### config.mk
export PLATFORM = sky130hd
export DESIGN_NAME = pid_seq
export DESIGN_NICKNAME = d
export VERILOG_FILES = /design/src/rtl/pid_pkg.sv /design/src/rtl/sat_signed.sv /design/src/rtl/pid_seq.sv
export SDC_FILE = /design/constraint.sdc
export NUM_CORES = 1
export LEC_CHECK = 0
export ABC_AREA = 1
export CAP_MARGIN = 20
export CORE_ASPECT_RATIO = 0.9
export CORE_UTILIZATION = 28
export DETAILED_ROUTE_END_ITERATION = 8
export PLACE_DENSITY = 0.51
export SLEW_MARGIN = 0
export SYNTH_ARGS = -nofsm -noshare
export SYNTH_HDL_FRONTEND = slang
export SYNTH_HIERARCHICAL = 1
export SYNTH_SLANG_ARGS = --single-unit
### constraint.sdc
create_clock -name clk -period 6.9 [get_ports clk]
set_clock_uncertainty 0.2 [all_clocks]
set_input_delay 2.07 -clock clk [delete_from_list [all_inputs] [get_ports clk]]
set_output_delay 2.07 -clock clk [all_outputs]
set_load 0.01 [all_outputs]
### src/rtl/pid_pkg.sv
// Shared constants and FSM state type for the line-follower PID speed sequencer.
package pid_pkg;
    localparam logic signed [5:0] P_COEFF  = 6'sd2;
    localparam logic signed [6:0] D_COEFF  = 7'sd56;
    localparam logic        [11:0] BASE_SPD = 12'h300;

    typedef enum logic [2:0] {
        IDLE  = 3'd0,
        MUL_P = 3'd1,
        MUL_D = 3'd2,
        INTG  = 3'd3,
        SUM   = 3'd4
    } state_t;
endpackage

### src/rtl/sat_signed.sv
// Two's-complement saturation from IN_W bits down to OUT_W bits (IN_W > OUT_W).
module sat_signed #(
    parameter int IN_W  = 16,
    parameter int OUT_W = 11
) (
    input  logic signed [IN_W-1:0]  din,
    output logic signed [OUT_W-1:0] dout
);
    logic [IN_W-OUT_W:0] top;

    assign top = din[IN_W-1:OUT_W-1];

    // In range exactly when every bit above the output sign bit matches it.
    always_comb begin
        if (&top || ~|top)
            dout = din[OUT_W-1:0];
        else if (din[IN_W-1])
            dout = {1'b1, {(OUT_W-1){1'b0}}};
        else
            dout = {1'b0, {(OUT_W-1){1'b1}}};
    end
endmodule

### src/rtl/pid_seq.sv
// PID motor-speed sequencer: one error sample per pass through a 5-state FSM
// sharing a single registered multiplier for the P and D terms.
//
// state | meaning
// IDLE  | waiting for err_vld; speeds hold last result
// MUL_P | product <= err_cap * P_COEFF
// MUL_D | latch P term, product <= sat8(err_cap - hist2) * D_COEFF
// INTG  | integrator += err_cap (saturating)
// SUM   | combine terms, register speeds, shift history
module pid_seq
    import pid_pkg::*;
(
    input  logic               clk,
    input  logic               rst_n,
    input  logic               go,
    input  logic               err_vld,
    input  logic signed [15:0] error,
    output logic        [11:0] lft_spd,
    output logic        [11:0] rght_spd,
    output logic               spd_vld,
    output logic               busy,
    output logic               err_ovr
);
    state_t state, state_nxt;

    logic signed [10:0] err_sat, err_cap, hist1, hist2;
    logic signed [11:0] d_diff;
    logic signed [7:0]  d_diff_sat;
    logic signed [10:0] mul_a;
    logic signed [6:0]  mul_b;
    logic        [17:0] product;
    logic signed [14:0] p_sat, p_term, d_term;
    logic signed [15:0] integ, integ_nxt;
    logic        [16:0] integ_sum;
    logic signed [11:0] i_term;
    logic        [16:0] pid_sum;
    logic signed [14:0] pid;
    logic signed [11:0] adj;
    logic        [13:0] lft_raw, rght_raw;
    logic signed [12:0] lft_sat, rght_sat;
    logic               capture;

    sat_signed #(.IN_W(16), .OUT_W(11)) u_sat_err  (.din(error),             .dout(err_sat));
    sat_signed #(.IN_W(12), .OUT_W(8))  u_sat_diff (.din(d_diff),            .dout(d_diff_sat));
    sat_signed #(.IN_W(18), .OUT_W(15)) u_sat_p    (.din(product),           .dout(p_sat));
    sat_signed #(.IN_W(17), .OUT_W(16)) u_sat_intg (.din(integ_sum),         .dout(integ_nxt));
    sat_signed #(.IN_W(17), .OUT_W(15)) u_sat_pid  (.din(pid_sum),           .dout(pid));
    sat_signed #(.IN_W(14), .OUT_W(13)) u_sat_lft  (.din(lft_raw),           .dout(lft_sat));
    sat_signed #(.IN_W(14), .OUT_W(13)) u_sat_rght (.din(rght_raw),          .dout(rght_sat));

    assign d_diff    = {err_cap[10], err_cap} - {hist2[10], hist2};
    assign integ_sum = {integ[15], integ} + {{6{err_cap[10]}}, err_cap};
    assign d_term    = product[14:0];
    assign i_term    = integ[15:4];
    assign pid_sum   = {{2{p_term[14]}}, p_term} + {{5{i_term[11]}}, i_term}
                     + {{2{d_term[14]}}, d_term};
    assign adj       = pid[14:3];
    assign lft_raw   = {2'b00, BASE_SPD} + {{2{adj[11]}}, adj};
    assign rght_raw  = {2'b00, BASE_SPD} - {{2{adj[11]}}, adj};

    always_ff @(posedge clk or negedge rst_n) begin
        if (!rst_n)
            state <= IDLE;
        else
            state <= state_nxt;
    end

    always_comb begin
        state_nxt = state;
        if (!go) begin
            state_nxt = IDLE;
        end else begin
            case (state)
                IDLE:    if (err_vld) state_nxt = MUL_P;
                MUL_P:   state_nxt = MUL_D;
                MUL_D:   state_nxt = INTG;
                INTG:    state_nxt = SUM;
                SUM:     state_nxt = IDLE;
                default: state_nxt = IDLE;
            endcase
        end
    end

    always_comb begin
        busy    = (state != IDLE);
        capture = (state == IDLE) && go && err_vld;
        mul_a   = err_cap;
        mul_b   = {P_COEFF[5], P_COEFF};
        if (state == MUL_D) begin
            mul_a = {{3{d_diff_sat[7]}}, d_diff_sat};
            mul_b = D_COEFF;
        end
    end

    // Low 18 bits of a sign-extended product are the signed 11x7 result.
    always_ff @(posedge clk or negedge rst_n) begin
        if (!rst_n) begin
            err_cap  <= '0;
            product  <= '0;
            p_term   <= '0;
            integ    <= '0;
            hist1    <= '0;
            hist2    <= '0;
            lft_spd  <= '0;
            rght_spd <= '0;
            spd_vld  <= 1'b0;
            err_ovr  <= 1'b0;
        end else if (!go) begin
            err_cap  <= '0;
            product  <= '0;
            p_term   <= '0;
            integ    <= '0;
            hist1    <= '0;
            hist2    <= '0;
            lft_spd  <= '0;
            rght_spd <= '0;
            spd_vld  <= 1'b0;
            err_ovr  <= 1'b0;
        end else begin
            spd_vld <= 1'b0;
            err_ovr <= err_vld && (state != IDLE);
            if (capture)
                err_cap <= err_sat;
            case (state)
                MUL_P: product <= {{7{mul_a[10]}}, mul_a} * {{11{mul_b[6]}}, mul_b};
                MUL_D: begin
                    p_term  <= p_sat;
                    product <= {{7{mul_a[10]}}, mul_a} * {{11{mul_b[6]}}, mul_b};
                end
                INTG:  integ <= integ_nxt;
                SUM: begin
                    lft_spd  <= lft_sat[12]  ? 12'd0 : lft_sat[11:0];
                    rght_spd <= rght_sat[12] ? 12'd0 : rght_sat[11:0];
                    spd_vld  <= 1'b1;
                    hist2    <= hist1;
                    hist1    <= err_cap;
                end
                default: ;
            endcase
        end
    end
endmodule

Yosys cells after proc, flatten, opt, wreduce, memory -nomap -nowiden
Index checks and enable logic that the tools add are counted.
{"block": "word_totals", "out_inout_bits": 27, "register_bits": 111, "elab_cells": 102, "inputBits": 20}
{"block": "op_classes", "reduce_logical": 34, "mul": 1, "n_mux": 40, "addsub": 6, "n_eq_ne": 10}
{"op": "11-bit two-way mux", "n": 9}
{"op": "15-bit two-way mux", "n": 6}
{"op": "12-bit two-way mux", "n": 6}
{"op": "16-bit two-way mux", "n": 4}
{"op": "13-bit two-way mux", "n": 4}
{"op": "18-bit two-way mux", "n": 2}
{"op": "11-bit by 7-bit multiplier with 18-bit output", "n": 1}
{"op": "16-bit by 11-bit adder with 17-bit output", "n": 1}
{"op": "16-bit by 15-bit adder with 17-bit output", "n": 1}
{"op": "15-bit by 12-bit adder with 16-bit output", "n": 1}
{"op": "8-bit two-way mux", "n": 2}
{"op": "11-bit by 12-bit adder with 13-bit output (first input constant)", "n": 1}
{"op": "11-bit by 12-bit subtractor with 13-bit output (first input constant)", "n": 1}
{"op": "3-bit case mux with 4 select lines", "n": 1}
{"op": "11-bit by 11-bit subtractor with 12-bit output", "n": 1}
{"op": "2-bit by 1-bit != test with 1-bit output (second input constant)", "n": 4}
{"op": "2-bit OR reduction", "n": 4}
{"op": "1-bit logical NOT", "n": 7}
{"op": "1-bit logical OR", "n": 7}
{"op": "3-bit by 2-bit == test with 1-bit output (second input constant)", "n": 2}
{"op": "3-bit two-way mux", "n": 2}
{"op": "6-bit two-way mux", "n": 1}
{"op": "2-bit AND reduction", "n": 3}
{"op": "6-bit AND reduction", "n": 1}
{"op": "other kinds (15)", "n": 19}

Depth between registers and ports, before layout
Gate-level depths: netlist of the first run.
{"block": "depth", "depth_word": 14, "mapped_depth": 33, "depth_no_buf": 31}

Modules after synthesis
Netlist of the first run, hierarchy kept.
{"module": "pid_seq", "cells_per_inst": 1135, "seq_area_each_um2": 2752.6, "area_per_inst_um2": 8762.2, "instances": 1}
{"module": "sat_signed at u_sat_lft ...", "cells_per_inst": 31, "seq_area_each_um2": 0.0, "area_per_inst_um2": 197.7, "instances": 2}
{"module": "sat_signed at u_sat_intg", "cells_per_inst": 38, "seq_area_each_um2": 0.0, "area_per_inst_um2": 224.0, "instances": 1}
{"module": "sat_signed at u_sat_p", "cells_per_inst": 39, "seq_area_each_um2": 0.0, "area_per_inst_um2": 220.2, "instances": 1}
{"module": "sat_signed at u_sat_err", "cells_per_inst": 34, "seq_area_each_um2": 0.0, "area_per_inst_um2": 152.6, "instances": 1}
{"module": "sat_signed at u_sat_pid", "cells_per_inst": 34, "seq_area_each_um2": 0.0, "area_per_inst_um2": 145.1, "instances": 1}
{"module": "sat_signed at u_sat_diff", "cells_per_inst": 21, "seq_area_each_um2": 0.0, "area_per_inst_um2": 97.6, "instances": 1}

Worst setup path before layout of the first run
Ideal clock, no wire load.
{"block": "synth_path", "path_type": "reg-to-reg", "from": "register err_cap[0]", "to": "register product[12]", "required_time_ns": 6.581, "path_slack_ns": 1.804, "stages_incl_launch_ff": 28, "n_path_buf": 0, "t_arrival_ns": 4.777, "cell_sequence": "dfrtp_1 inv_1 ha_1 fa_1 o21ai_0 nand3_1 nand2_1 xor2_1 nand2_2 o21ai_4 nand2_1 nand2_1 nand2_1 inv_1 ha_1 fa_1 fa_1 ha_1 inv_1 fa_1 inv_1 nand3_1 nand3_1 nand2_1 nand2_1 nand2_1 nand2_1 o21ai_2"}
{"block": "synth_between", "elab_chain_cells": 9, "elab_cells_between_ends": 11}
{"item": "start, declared", "line": "pid_seq.sv:26", "rtl": "logic signed [10:0] err_sat, err_cap, hist1, hist2;"}
{"item": "start signal, assigned", "line": "pid_seq.sv:123", "rtl": "err_cap <= err_sat;"}
{"item": "11-bit by 11-bit subtractor with 12-bit output *", "line": "pid_seq.sv:51", "rtl": "assign d_diff = {err_cap[10], err_cap} - {hist2[10], hist2};"}
{"item": "named net d_diff[8]", "line": "pid_seq.sv:27", "rtl": "logic signed [11:0] d_diff;"}
{"item": "5-bit OR reduction", "line": "sat_signed.sv:15", "rtl": "if (&top || ~|top)"}
{"item": "1-bit logical NOT", "line": "sat_signed.sv:15"}
{"item": "1-bit logical OR *", "line": "sat_signed.sv:15"}
{"item": "8-bit two-way mux *", "line": "sat_signed.sv:15"}
{"item": "named net d_diff_sat[4]", "line": "pid_seq.sv:28", "rtl": "logic signed [7:0] d_diff_sat;"}
{"item": "11-bit two-way mux *", "line": "pid_seq.sv:89", "rtl": "if (state == MUL_D) begin"}
{"item": "11-bit by 7-bit multiplier with 18-bit output *", "line": "pid_seq.sv:125, pid_seq.sv:128"}
{"item": "18-bit two-way mux *"}
{"item": "18-bit two-way mux *", "line": "pid_seq.sv:108", "rtl": "end else if (!go) begin"}
{"item": "end signal, assigned", "line": "pid_seq.sv:125", "rtl": "MUL_P: product <= {{7{mul_a[10]}}, mul_a} * {{11{mul_b[6]}}, mul_b};"}
{"item": "end signal, assigned", "line": "pid_seq.sv:128", "rtl": "product <= {{7{mul_a[10]}}, mul_a} * {{11{mul_b[6]}}, mul_b};"}
{"item": "end, declared", "line": "pid_seq.sv:31", "rtl": "logic [17:0] product;"}
Mark *: on every way through the listed nets, which the timed path passes. The rest lies on a longest branch. The select of a mux whose other input is x is not followed.
A chain may end at the register's enable or synchronous reset.

Worst setup path in the final report of the first run
{"block": "layout_path", "from": "register product[1]", "to": "register rght_spd[8]"}
{"block": "layout_between", "elab_chain_cells": 13, "elab_cells_between_ends": 17}
{"item": "16-bit by 15-bit adder with 17-bit output *", "line": "pid_seq.sv:56", "rtl": "+ {{2{d_term[14]}}, d_term};"}
{"item": "named net pid_sum[15]", "line": "pid_seq.sv:36", "rtl": "logic [16:0] pid_sum;"}
{"item": "3-bit OR reduction", "line": "sat_signed.sv:15"}
{"item": "1-bit logical NOT", "line": "sat_signed.sv:15"}
{"item": "1-bit logical OR *", "line": "sat_signed.sv:15"}
{"item": "15-bit two-way mux *", "line": "sat_signed.sv:15"}
{"item": "11-bit by 12-bit subtractor with 13-bit output *", "line": "pid_seq.sv:59", "rtl": "assign rght_raw = {2'b00, BASE_SPD} - {{2{adj[11]}}, adj};"}
{"item": "named net rght_raw[12]", "line": "pid_seq.sv:39", "rtl": "logic [13:0] lft_raw, rght_raw;"}
{"item": "2-bit OR reduction", "line": "sat_signed.sv:15"}
{"item": "1-bit logical NOT", "line": "sat_signed.sv:15"}
{"item": "1-bit logical OR", "line": "sat_signed.sv:15"}
{"item": "13-bit two-way mux *", "line": "sat_signed.sv:15"}
{"item": "named net rght_sat[8]", "line": "pid_seq.sv:40", "rtl": "logic signed [12:0] lft_sat, rght_sat;"}
{"item": "12-bit two-way mux *", "line": "pid_seq.sv:133", "rtl": "rght_spd <= rght_sat[12] ? 12'd0 : rght_sat[11:0];"}
{"item": "12-bit two-way mux *", "line": "pid_seq.sv:124", "rtl": "case (state)"}
{"item": "12-bit two-way mux *", "line": "pid_seq.sv:108"}
{"item": "end signal, assigned", "line": "pid_seq.sv:133"}
{"item": "end, declared", "line": "pid_seq.sv:19", "rtl": "output logic [11:0] rght_spd,"}
Marks and branches as above.

==> reports/metrics.yaml, run 1 <==
multi_input_area_mm2: 0.00628
rsz0062_at_grt: "no"
clkPwrFrac_pct: 19.1
power.leakage_nw: 5.83
worst_slack_ns: 0.955
hold_class: "reg2reg"
hpwl_um: 19700
power.density_mw_per_mm2: 268
fillers: 3816
total_power_w: 0.00295
critical_path_required_ns: 7.00
io_pins: 47
root_buffer: "clkbuf_16"
crit_type: "reg2reg"
initial_core_util_pct: 28.4
htree_levels: 3
post_cts_resized: 0
synthCells: 1356
switchingPower_w: 0.00140
fin_crit_sh_pct: 86.2
slew_viol_final: 0
first_global_vias: 8438
critical-path-max-stage-delay_ns: 0.80
clk_path_buf_depth: 2
grt_overflow: 0
drt-vias-per-instance: 4.67
clock_sinks: 110
cpMaxStageDelayCell: "ha_1"
avgSynthCellArea_um2: 7.35
worstPathMaxFanout: 24
num_vias: 8627
drive_gt1_share_pct: 6.16
grt_start_max_net_pins: 68
setup_viol: 0
dp_slack_ns: 1.03
seqPwrFrac_pct: 25.1
fmax_mhz: 168
max_cap_violations: 0
cellInternalPower_w: 0.00155
peakVddDrop_mv: 0.139
tightest_slew_ns: 1.08
finalHoldViolCount: 0
status: "completed"
die_x_um: 201
wl_per_cell_um: 13.8
register_area_mm2: 0.00275
core_mm2: 0.0351
place.gp.congestion: 0.867
clk_pin_slew_worst_paths_ns: 0.08
nNetsFinal: 1519
synth_area_mm2: 0.00997
drt_iter0_drc: 558
hold_buffers: 0
grt_pass1_wl_um: 43600
fp.dieH_um: 181
arrival_ns: 6.04
crit_top_cell: "nand2_1"
slew_headroom_pct: 28.0
ys_warn_count: 6
drt-pass1-iter-count: 5
fin_setup_tns_ns: 0
cts_tree: "done"
postCtsSetupBuffers: 0
worstSetupEndpointType: "flop"
startpoint_type: "flop"
min_period_ns: 5.94
dieArea_mm2: 0.0364
synthToLayoutAreaGrowth_pct: 10.7
rows: 65
antenna_left: 0
insertion_delay_ns: 0.37
comb_power_share_pct: 55.8
cts_buffers: 9
final_util_pct: 31.5
insertedDiodeCount: 0
antenna_found_initial: 0
drt_wl_total_um: 25500
port_buffers: 46
track_usage_pct: 14.7
drc: 0
swShare_pct: 47.4
==> metrics by stage <==
| stage | hold WS (ns) | std cells | cell area (µm²) |
|---|---|---|---|
| after global routing | 0.341 | 1848 | 11000 |
| after floorplan | 0.282 | 1360 | 9990 |
| after CTS | 0.322 | 1848 | 11000 |
| final | 0.317 | 1848 | 11000 |
| after global placement | 0.298 | 1832 | 10700 |
| after detailed placement | 0.300 | 1832 | 10700 |
==> final timing paths <==
path / depth (start not counted) / endpoint / from / slack (ns)
worst max-delay path: 28 / rght_spd[8] / product[1] / 0.96
worst min-delay path: 2 / rght_spd[9] / rght_spd[9] / 0.32
worst max register to register: 28 / rght_spd[8] / product[1] / 0.96
worst min register to register: 2 / rght_spd[9] / rght_spd[9] / 0.32
max in group asynchronous: 2 / hist2[10] / rst_n / 3.74
min in group asynchronous: 1 / lft_spd[10] / rst_n / 1.63
==> routing by layer <==
metal	routed length, µm	track usage (%)	share of wire (%)
met5	0	0	0
met4	320	3.39	1.3
met3	587	1.32	2.3
met2	10900	22.6	43
met1	13700	21.9	54
==> power groups by stage <==
stage	Clock (W)	Sequential, W	Combinational (W)
floorplan	0	0.000737	0.00140
global placement	0	0.000758	0.00164
detailed placement	0	0.000757	0.00165
CTS	0.000581	0.000744	0.00166
global route	0.000604	0.000750	0.00191
finish	0.000564	0.000742	0.00165
==> critical path: cells and delay by family (launching register included) <==
family	cells	cell delay [ns]
fa+ha+maj	5	2.12
flops	1	0.43
compound gates	4	0.81
buf+inv	4	0.47
simple gates	15	1.82
==> cell usage in the layout (no fill, tap or decap), types with 2 or more instances in the layout <==
| cell type | count |
|---|---|
| a21o_1 | 3 |
| a21oi_1 | 48 |
| a22o_1 | 3 |
| buf_4 | 7 |
| clkbuf_16 | 9 |
| clkdlybuf4s50_1 | 44 |
| clkinvlp_4 | 2 |
| conb_1 | 6 |
| dfrtp_1 | 110 |
| fa_1 | 37 |
| ha_1 | 88 |
| inv_1 | 159 |
| inv_2 | 6 |
| inv_8 | 2 |
| nand2_1 | 407 |
| nand2_2 | 3 |
| nand2_4 | 2 |
| nand3_1 | 155 |
| nand3_2 | 6 |
| nand3b_1 | 5 |
| nand4_1 | 8 |
| nor2_1 | 73 |
| nor2_2 | 5 |
| nor2_4 | 3 |
| nor3_1 | 4 |
| nor4_1 | 7 |
| o21ai_0 | 54 |
| o21ai_1 | 10 |
| o21ai_2 | 28 |
| o21bai_1 | 6 |
| o22ai_1 | 21 |
| or2_2 | 3 |
| xnor2_1 | 11 |
| xor2_1 | 30 |
==> registers in the layout, summed over array words and instances, names as in the netlist <==
name	cells
integ	16
state	3
spd_vld	1
product	17
err_cap	11
hist1	11
hist2	11
lft_spd	12
err_ovr	1
rght_spd	12
p_term	15
==> cell type report <==
class | instances | share of cell area (%)
clock inverters | 7 | 0.737
flip-flops and latches | 110 | 24.9
clock buffers | 9 | 2.04
well taps | 469 | 5.32
repair buffers | 52 | 4.51
inverters | 165 | 5.61
multi-input cells | 1036 | 56.9
No activity file was read; power rests on OpenSTA's default activity.
==> run 2: changes to the inputs <==
CTS_BUF_LIST = sky130_fd_sc_hd__clkbuf_8   (was default)
==> reports/metrics.yaml, run 2 (same netlist as run 1, synthesis figures left out) <==
postCtsSetupBuffers: 0  # unchanged
rows: 65  # unchanged
drc: 0  # unchanged
tightest_slew_ns: 1.08  # -0.00356 ns
drive_gt1_share_pct: 6.16  # unchanged
critical_path_required_ns: 7.04  # +0.04 ns
antenna_left: 0  # unchanged
slew_headroom_pct: 28.3  # +0.24 points
switchingPower_w: 0.00139  # -0.85%
drt-pass1-iter-count: 5  # unchanged
startpoint_type: "flop"
nNetsFinal: 1519  # unchanged
insertion_delay_ns: 0.41  # +0.04 ns
port_buffers: 46  # unchanged
seqPwrFrac_pct: 26.2  # +1.1 points
worstSetupEndpointType: "flop"
arrival_ns: 6.09  # +0.05 ns
hpwl_um: 19700  # unchanged
place.gp.congestion: 0.867  # unchanged
min_period_ns: 5.95  # +0.00629 ns
critical-path-max-stage-delay_ns: 0.80  # about the same
mostFrequentLayoutCells: "407 x nand2_1, 159 x inv_1, 155 x nand3_1"
multi_input_area_mm2: 0.00628  # unchanged
synthToLayoutAreaGrowth_pct: 9.71
wl_per_cell_um: 13.8  # -0.18%
finalInstanceArea_mm2: 0.0109  # -0.92%
dpl-instance-area_mm2: 0.0107  # unchanged
final_common_cell: "nand2_1"
setup_viol: 0  # unchanged
cpMaxStageDelayCell: "ha_1"
regMostFlops: "product"
power.density_mw_per_mm2: 259  # -3.4%
total_power_w: 0.00283  # -4.3%
grt_pass1_wl_um: 43600  # about the same
grt_start_max_net_pins: 68  # unchanged
largest_register_ffs: 17  # unchanged
grt_overflow: 0  # unchanged
root_buffer: "clkbuf_8"
cts_tree: "done"
comb_power_share_pct: 58.3  # +2.5 points
crit_type: "reg2reg"
largest_registers: "product x17, integ x16, p_term x15"
cellInternalPower_w: 0.00144  # -7.4%
track_usage_pct: 14.7  # about the same
rrSetupSlack_ns: 0.95  # about the same
antenna_found_initial: 0  # unchanged
crit_top_cell: "nand2_1"
whs_ns: 0.327  # +0.00978 ns
power.leakage_nw: 5.79  # -0.79%
cts_buffers: 9  # unchanged
dieArea_mm2: 0.0364  # unchanged
register_area_mm2: 0.00275  # unchanged
max_cap_violations: 0  # unchanged
fillers: 3832  # +0.42%
num_vias: 8582  # -0.52%
htree_levels: 3  # unchanged
swShare_pct: 49.1  # +1.7 points
drt_wl_total_um: 25500  # -0.18%
hold_class: "reg2reg"
die_x_um: 201  # unchanged
status: "completed"
peakVddDrop_mv: 0.137  # -1.8%
post_cts_resized: 0  # unchanged
io_pins: 47  # unchanged
fp.dieH_um: 181  # unchanged
slew_viol_final: 0  # unchanged
core_mm2: 0.0351  # unchanged
insertedDiodeCount: 0  # unchanged
fmax_mhz: 168  # -0.11%
worstPathMaxFanout: 24  # unchanged
drt_iter0_drc: 579  # +3.8%
fin_setup_tns_ns: 0  # unchanged
clk_pin_slew_worst_paths_ns: 0.12  # +0.04 ns
clk_path_buf_depth: 2  # unchanged
final_util_pct: 31.2  # -0.29 points
finalHoldViolCount: 0  # unchanged
initial_core_util_pct: 28.4  # unchanged
clock_sinks: 110  # unchanged
clkPwrFrac_pct: 15.5  # -3.6 points
drt-vias-per-instance: 4.64  # -0.52%
first_global_vias: 8457  # +0.23%
rsz0062_at_grt: "no"
fin_crit_sh_pct: 86.2  # +0.091 points
hold_buffers: 0  # unchanged
## run 2: worst max-delay path: cells and delay by family, from the launching register on
family                     cells  cell delay [ns]
DFF                            1             0.44
AOI/OAI and AO/OA              4             0.81
buffers and inverters          4             0.47
adders and majority gates      5             2.12
and+or+nand+nor               15             1.83
## run 2: power by group through the flow
| stage | Combinational [W] | Sequential, W | Clock (W) |
|---|---|---|---|
| 2_1_floorplan | 0.00140 | 0.000737 | 0 |
| 3_3_place_gp | 0.00164 | 0.000758 | 0 |
| 3_5_place_dp | 0.00165 | 0.000757 | 0 |
| 4_1_cts | 0.00166 | 0.000745 | 0.000452 |
| 5_1_grt | 0.00191 | 0.000751 | 0.000477 |
| 6_report | 0.00165 | 0.000742 | 0.000437 |
## run 2: final cells by class
class	count	area share, %
inverter	165	5.66
clock buffer	9	1.13
tap	469	5.36
timing repair buffer	52	4.55
multi-input combinational	1036	57.4
sequential	110	25.2
clock inverter	7	0.743
## run 2: path summary, 6_finish.rpt
check / start / end / depth (start not counted)
hold reg to reg: rght_spd[3] / rght_spd[3] / 2
setup / recovery: product[1] / rght_spd[8] / 28
min in group asynchronous: rst_n / rght_spd[2] / 1
max in group asynchronous: rst_n / hist2[10] / 2
hold / removal: rght_spd[3] / rght_spd[3] / 2
setup reg to reg: product[1] / rght_spd[8] / 28
## run 2: per-layer routing
layer	GRT usage [%]	vias up	wire length (µm)
met3	1.35	16	688
met5	0	-	0
met1	21.9	4054	13600
li1	-	4421	-
met4	3.48	0	308
met2	22.6	91	10900
## run 2: metrics by stage
| stage | worst slack, ns | cells |
|---|---|---|
| 2_1_floorplan | 1.80 | 1360 |
| 3_3_place_gp | 1.12 | 1832 |
| 3_5_place_dp | 1.03 | 1832 |
| 4_1_cts | 0.965 | 1848 |
| 5_1_grt | 0.363 | 1848 |
| 6_report | 0.949 | 1848 |
